[config.mk]
export PLATFORM = sky130hd
export DESIGN_NAME = keyboard_ctrl
export DESIGN_NICKNAME = d
export VERILOG_FILES = /design/src/rtl/keyboard_ctrl_pkg.sv /design/src/rtl/key_debounce.sv /design/src/rtl/keyboard_ctrl.sv
export SDC_FILE = /design/constraint.sdc
export NUM_CORES = 1
export LEC_CHECK = 0
export BUFFER_PORTS_ARGS = -buffer_cell sky130_fd_sc_hd__buf_2
export CAP_MARGIN = 20
export CELL_PAD_IN_SITES_DETAIL_PLACEMENT = 1
export CELL_PAD_IN_SITES_GLOBAL_PLACEMENT = 1
export CORE_AREA = 8 8 97 99
export DETAILED_ROUTE_END_ITERATION = 6
export DIE_AREA = 0 0 105 107
export HOLD_SLACK_MARGIN = 0.06
export PLACE_DENSITY = 0.8
export SLEW_MARGIN = 20
export SYNTH_ARGS = -nofsm -noshare
export SYNTH_HDL_FRONTEND = slang
export SYNTH_SLANG_ARGS = --single-unit
[constraint.sdc]
create_clock -name clk -period 3.4 [get_ports clk]
set_input_delay 0 -clock clk [delete_from_list [all_inputs] [get_ports clk]]
set_output_delay 0 -clock clk [all_outputs]
set_load 0.01 [all_outputs]
[src/rtl/keyboard_ctrl_pkg.sv]
// Shared keyboard/piano definitions: mode and pitch codes,
// octave mapping and the priority-register bundle.
package keyboard_ctrl_pkg;

  localparam logic [2:0] MODE_FREE  = 3'b001;
  localparam logic [1:0] PITCH_LOW  = 2'b01;
  localparam logic [1:0] PITCH_MID  = 2'b00;
  localparam logic [1:0] PITCH_HIGH = 2'b10;
  localparam int         NOTE_SILENCE = 0;
  localparam int         IDX_W = 3;

  typedef struct packed {
    logic             vld;
    logic [IDX_W-1:0] idx;
  } cur_t;

  // 3 marks an invalid pitch selection
  function automatic logic [1:0] oct_idx(input logic [1:0] p);
    logic [1:0] o;
    o = 2'd3;
    unique case (1'b1)
      (p == PITCH_LOW):  o = 2'd0;
      (p == PITCH_MID):  o = 2'd1;
      (p == PITCH_HIGH): o = 2'd2;
      default:           o = 2'd3;
    endcase
    return o;
  endfunction

endpackage

[src/rtl/key_debounce.sv]
// Key synchroniser, debounce tick and two-sample agreement filter.
// A bit only moves once two consecutive tick samples agree.
module key_debounce #(
  parameter int W        = 7,
  parameter int DEB_TICK = 2000000
) (
  input  logic         clk,
  input  logic         rst_n,
  input  logic [W-1:0] key,
  output logic [W-1:0] kdb,
  output logic         tick
);

  localparam int CW = (DEB_TICK > 1) ? $clog2(DEB_TICK) : 1;

  logic [CW-1:0] cnt;
  logic [W-1:0]  s1;
  logic [W-1:0]  s2;
  logic [W-1:0]  samp;
  logic [W-1:0]  eq;

  assign tick = (cnt == CW'(DEB_TICK - 1));
  assign eq   = ~(s2 ^ samp);

  always_ff @(posedge clk) begin
    if (!rst_n) begin
      cnt  <= '0;
      s1   <= '0;
      s2   <= '0;
      samp <= '0;
      kdb  <= '0;
    end else begin
      s1  <= key;
      s2  <= s1;
      cnt <= tick ? '0 : cnt + 1'b1;
      if (tick) begin
        samp <= s2;
        kdb  <= (eq & s2) | (~eq & kdb);
      end
    end
  end

endmodule

[src/rtl/keyboard_ctrl.sv]
// Free-mode keyboard front end: last-note priority, note encode,
// note_on/note_off pulses and hold duration.
module keyboard_ctrl
  import keyboard_ctrl_pkg::*;
#(
  parameter int NUM_KEYS = 7,
  parameter int NUM_OCT  = 3,
  parameter int NOTE_W   = 5,
  parameter int DEB_TICK = 2000000,
  parameter int DUR_W    = 8
) (
  input  logic                clk,
  input  logic                rst_n,
  input  logic [NUM_KEYS-1:0] key,
  input  logic [1:0]          pitch,
  input  logic [2:0]          mode,
  output logic [NOTE_W-1:0]   note,
  output logic                note_on,
  output logic                note_off,
  output logic [DUR_W-1:0]    hold_cnt
);

  logic [NUM_KEYS-1:0] kdb;
  logic [NUM_KEYS-1:0] kdb_q;
  logic [NUM_KEYS-1:0] rise;
  logic [NUM_KEYS-1:0] fall;
  logic                tick;
  logic                free;
  cur_t                cur;
  cur_t                cur_d;
  logic [NOTE_W-1:0]   nxt;
  logic                on_d;
  logic                off_d;
  int                  oct;

  key_debounce #(
    .W        (NUM_KEYS),
    .DEB_TICK (DEB_TICK)
  ) u_deb (
    .clk   (clk),
    .rst_n (rst_n),
    .key   (key),
    .kdb   (kdb),
    .tick  (tick)
  );

  function automatic logic [IDX_W-1:0] lowest(
    input logic [NUM_KEYS-1:0] v
  );
    logic [IDX_W-1:0] r;
    r = '0;
    for (int i = NUM_KEYS - 1; i >= 0; i--)
      if (v[i]) r = IDX_W'(i);
    return r;
  endfunction

  assign rise = kdb & ~kdb_q;
  assign fall = ~kdb & kdb_q;
  assign free = (mode == MODE_FREE);
  assign oct  = int'(oct_idx(pitch));

  // newest press beats held keys; losing cur falls back to held keys
  always_comb begin
    cur_d = cur;
    if (!free) begin
      cur_d.vld = 1'b0;
    end else if (|rise) begin
      cur_d.idx = lowest(rise);
      cur_d.vld = 1'b1;
    end else if (cur.vld && fall[cur.idx]) begin
      if (|kdb) cur_d.idx = lowest(kdb);
      else      cur_d.vld = 1'b0;
    end
  end

  always_comb begin
    nxt = NOTE_W'(NOTE_SILENCE);
    if (free && cur.vld && oct < NUM_OCT)
      nxt = NOTE_W'(oct * NUM_KEYS + int'(cur.idx) + 1);
  end

  assign on_d  = (nxt != '0) && (nxt != note);
  assign off_d = (nxt == '0) && (note != '0);

  always_ff @(posedge clk) begin
    if (!rst_n) begin
      kdb_q    <= '0;
      cur      <= '0;
      note     <= '0;
      note_on  <= 1'b0;
      note_off <= 1'b0;
      hold_cnt <= '0;
    end else begin
      kdb_q    <= kdb;
      cur      <= cur_d;
      note     <= nxt;
      note_on  <= on_d;
      note_off <= off_d;
      if (on_d || nxt == '0)
        hold_cnt <= '0;
      else if (tick && hold_cnt != '1)
        hold_cnt <= hold_cnt + 1'b1;
    end
  end

endmodule

-- After elaboration in Yosys (flattened, before gate mapping)
Index checks and enable logic that the tools add are counted.
- eq/ne operators: 7
- bitwise logic cells: 11
- $lt $le $gt $ge: 2
- multiply operators: 1
- muxes and demuxes: 22
- add/subtract/negate cells: 4
- reduce and logical (&&, ||, !) cells: 20
- operator list (operator ; number):
    3-bit 2-to-1 mux ; 15
    7-bit bitwise AND ; 4
    7-bit inverter ; 4
    21-bit by 1-bit adder with 21-bit output, second input constant ; 1
    21-bit equality test, second input constant ; 1
    7-bit OR reduction ; 2
    5-bit nonzero test ; 2
    8-bit by 1-bit adder with 8-bit output, second input constant ; 1
    4-bit 2-to-1 mux ; 2
    8-bit inequality test, second input constant ; 1
    7-bit OR ; 1
    7-bit bitwise XOR ; 1
    1-bit logical AND ; 6
    2-bit case mux with 3 select lines ; 1
    5-bit by 1-bit adder with 5-bit output, second input constant ; 1
    5-bit by 3-bit adder with 5-bit output ; 1
    5-bit zero test ; 1
    2-bit by 3-bit multiplier with 5-bit output, second input constant ; 1
    5-bit 2-to-1 mux ; 1
    5-bit inequality test ; 1
    3-bit by 4-bit less-than comparator with 1-bit output, second input constant ; 1
    2-bit AND reduction ; 2
    2-bit nonzero test ; 2
    2-bit OR reduction ; 2
    11 further kinds ; 12
- register bits after elaboration: 75
- logic and storage cells: 79
- bits of input ports: 14
- output and inout bits: 15

-- Longest topological paths before layout
- depth in word-level cells: 10
- gate-level depth with buffers: 10
- depth with buffers taken out: 10

-- Cells and area by module
A second synthesis with hierarchy kept.
- cell total of the unflattened synthesis: 398
- area total of the unflattened synthesis: 3567.2 µm²
- modules (own cells, without submodules) (module ; times used ; area an instance (µm²) ; cells an instance ; seq. area each (µm²)):
    key_debounce ; 1 ; 1908.1 ; 211 ; 980.9
    keyboard_ctrl ; 1 ; 1659.1 ; 187 ; 520.5

-- Least setup slack after synthesis
Ideal clock, no wire load.
- path kind: register to register
- start point: register cur[1] (netlist name)
- end point: register note_on
- path slack: 0.908 ns
- required time: 3.285 ns
- period minus slack after synthesis: 2.492 ns
- library setup time: 0.115 ns
- data arrival time: 2.377 ns
- cell stages (with the launch flop): 10
- buffers on the path: 1
- cells stage by stage: dfxtp_1 -> clkbuf_1 -> xnor2_1 -> ha_1 -> a21o_1 -> a21oi_1 -> xor2_1 -> nand3_1 -> o31ai_2 -> o21ba_2
- cells in the longest elaborated chain, start to end: 5
- elaborated cells on any way between the ends: 6
- those cells by class: add/sub (2); eq/ne (1); mux (1); reduce/logical (2)
- RTL lines (element ; RTL line ; source):
    start, declared ; keyboard_ctrl.sv:29 ; cur_t cur;
    start signal, assigned ; keyboard_ctrl.sv:95 ; cur <= cur_d;
    5-bit by 3-bit adder with 5-bit output (*) ; keyboard_ctrl.sv:79 ; nxt = NOTE_W'(oct * NUM_KEYS + int'(cur.idx) + 1);
    5-bit by 1-bit adder with 5-bit output (*) ; keyboard_ctrl.sv:79 ;
    5-bit 2-to-1 mux (*) ; keyboard_ctrl.sv:78 ; if (free && cur.vld && oct < NUM_OCT)
    5-bit inequality test or 5-bit nonzero test (tied branches) ; keyboard_ctrl.sv:82 ; assign on_d = (nxt != '0) && (nxt != note);
    1-bit logical AND (*) ; keyboard_ctrl.sv:82 ;
    end signal, assigned ; keyboard_ctrl.sv:97 ; note_on <= on_d;
    end, declared ; keyboard_ctrl.sv:18 ; output logic note_on,
Mark *: on every way between the ends. The rest lies on a longest branch, timed or not.
A chain may end at the register's enable or synchronous reset.

-- Worst setup path after layout
Same ends and word-level chain as after synthesis.

==> out/metrics.yaml <==
run:
  cap_viol_max_count: 0
sta:
  hold_viol: 0
  slew_headroom_pct: 50.20
  layout_setup_ws_ps: 578.8
  fmax_mhz: 354.5
  min_period_ps: 2821
  setup-tns-final_ps: 0
  timing.hold.ws_ps: 78.04
  final.period_utilization_pct: 82.98
  setup_viol: 0
  worstMarginPinSlew_ps: 742.6
  clock_skew_ps: 13.22
  slew_viol_final: 0
  rsz0062_at_grt: "false"
status:
  status: "finished clean"
finish:
  finalNonFillerCells: 528
  antenna_cells: 0
  drive_above_1_share_pct: 16.08
  final_area_um2: 3964
  final_net_count: 442
  syn_to_final_growth_pct: 14.95
detailed_routing:
  wl_met1_um: 3746
  dr_total_vias: 2837
  ant_nets: 0
  wl_per_cell_um: 15.72
  drtIter0Drc: 117
  top_layer: "met4"
  wl_met3_um: 213
  first_pass_iters: 4
  wl_met2_um: 4237
  routed_via_density: 5.373
  remaining_drc_errors: 0
  wirelength_um: 8300
placement:
  placed_cells: 503
  dp_slack_ps: 579.3
  post_dp_cell_area_um2: 3670
  place_congestion: 0.8500
  numPortBuffers: 28
  dp_hpwl_um: 5995
yosys:
  netlist_instances: 379
  synth-simple-area-share_pct: 27.98
  synth_top_family_by_area: "simple AND/OR/NAND/NOR gates"
  synth_edf_count: 0
  synth_xor_area_share_pct: 8.345
  synth_compound_gate_area_share_pct: 12.23
  synth_cell_type_count: 59
  syn-cell-area_um2: 3448
  ys_seq_area_share_pct: 43.54
  muxShareOfSynthArea_pct: 1.197
  synth-seq-cells: 75
  ys_warn_count: 0
  syn_area_per_cell_um2: 9.098
  async_reset_ff_share_pct: 0
  synth_nets: 403
  ys.flop_type: "dfxtp_1"
  synth_fa_ha_area_share_pct: 3.846
worst_setup_path:
  reg2reg_depth: 8
  critPathMaxFanout: 9
  critPathLaunchType: "register"
  cp-end-kind: "register"
  critPathKind: "reg -> reg"
  cp.required_ps: 3640
  arrival_ps: 3060
clock_network:
  clk_latency_ps: 340
  cts_tree: "done"
  ctsHtreeMaxLevel: 3
  cts_max_path_buffers: 2
  root_buffer: "clkbuf_8"
  clock-sinks: 75
  clkTransAtPathRegs_ps: 80
  cts_resized: 0
  numCtsBuffers: 9
grt:
  grt.overflow.total: 0
  grt_pass1_vias: 3093
  grt_usage_pct: 15.58
  grt_pass1_wl_um: 14450
  antenna_found_initial: 0
  grt_max_degree: 26
die:
  rows: 33
  die_y_um: 107
  io-pin-count: 29
  die_area_um2: 11240
  start_util_pct: 43.50
  core-area_um2: 7928
  dieWidth_um: 105
power:
  seqPwrFrac_pct: 53.3
  clockPowerShare_pct: 41.4
  p_per_area_nw_per_um2: 423.5
  p_int_uw: 1305
  max-vdd-ir-drop_v: 0.0002467
  power_switching_uw: 373.3
  leakage_uw: 0.001537
  p_comb_share_pct: 5.3
  switching_share_pct: 22.24
worst_hold_path:
  holdPathStages: 4
  hold_class: "in -> reg"
-- power groups by stage --
stage | logic, µW | clock network (µW) | registers (µW)
detailed placement | 81.9 | 0 | 915
CTS | 90.3 | 715 | 894
global placement | 77.1 | 0 | 914
finish | 89.1 | 696 | 894
global route | 99.5 | 751 | 895
floorplan | 57.3 | 0 | 913
-- cell type report --
type | count | area (µm²)
Fill cell | 952 | 3964
Multi-Input combinational cell | 283 | 1848
Sequential cell | 75 | 1501
Timing Repair Buffer | 38 | 237.7
Clock buffer | 12 | 155.1
Tap cell | 105 | 131.4
Clock inverter | 4 | 48.80
Inverter | 11 | 41.29
-- sequential cells by signal, indices dropped and copies added, names as in the netlist, named ones only --
register and cells:
cur 4, hold_cnt 8, kdb_q 7, note 5
note_off 1, note_on 1, u_deb.cnt 21, u_deb.s1 7
u_deb.s2 7, u_deb.samp 7
-- timing repair --
action	in CTS	in global routing
buffers inserted	0	0
hold buffers	9	0
endpoints found under the hold margin	8	0
-- cells in the final DEF (no fill, tap or decap), types with 12 or more instances in the layout --
cell type / n
and2_1: 21
buf_2: 28
nand3_1: 15
xnor2_1: 12
dfxtp_1: 75
xor2_1: 19
nand2_1: 26
o21ai_0: 19
a21oi_1: 21
nor2_1: 42
-- critical path: stages (launching register included) --
cell and delay [ps]:
dfxtp_1 490, xnor2_1 230, ha_1 290, a21o_1 150
a21oi_1 170, xor2_1 340, nand3_1 180, o31ai_2 640
o21ba_2 250
-- cells in the mapped netlist, types with 2 or more instances --
cell type	instances	share of area (%)
xnor2_1	12	3.0
nor4bb_1	2	0.58
a21o_1	2	0.44
a211oi_1	2	0.44
a21o_2	3	0.76
nor4_1	10	1.8
o21ai_0	19	2.8
or4_1	3	0.65
a22oi_2	2	0.73
nor2_1	42	4.6
nand4b_1	2	0.51
o211ai_1	4	0.87
and3_1	3	0.54
a21oi_1	21	3.0
nand2b_1	6	1.1
nand2_1	26	2.8
and2_1	21	3.8
xor2_1	19	4.8
nand3_1	15	2.2
inv_1	11	1.2
nor3_1	6	0.87
and2_2	4	0.87
nor4b_1	2	0.51
clkbuf_1	6	0.65
nand4_1	8	1.5
or3_1	3	0.54
ha_1	9	3.3
nor2b_1	8	1.5
mux2i_1	3	0.87
dfxtp_1	75	44
buf_6	2	0.65
-- cell families after synthesis --
logic type / after synthesis
XOR/XNOR: 32
buffers and inverters: 21
adder cells (fa/ha/maj): 10
AO/OA/AOI/OAI: 65
AND/OR/NAND/NOR: 172
flip-flops: 75
multiplexers: 4
-- per-layer routing --
layer	track usage [%]	vias to the layer above
met1	17.32	1392
met2	28.24	35
met5	0	-
met3	3.239	8
li1	-	1402
met4	6.626	0
-- final timing paths --
check / slack (ps) / end / startpoint
worst min register to register: 440 / u_deb.s2[4] / u_deb.s1[4]
worst max-delay path: 580 / note_on / cur[1]
worst max register to register: 580 / note_on / cur[1]
worst min-delay path: 80 / note[1] / mode[1]
-- per-stage QoR --
step	total power, µW	util [%]
5_1_grt	1746	50.00
2_1_floorplan	969.9	-
6_report	1679	50.00
4_1_cts	1699	50.00
3_5_place_dp	996.5	46.29
3_3_place_gp	991.0	46.29
Note: power is estimated with default switching activity, not from simulation.
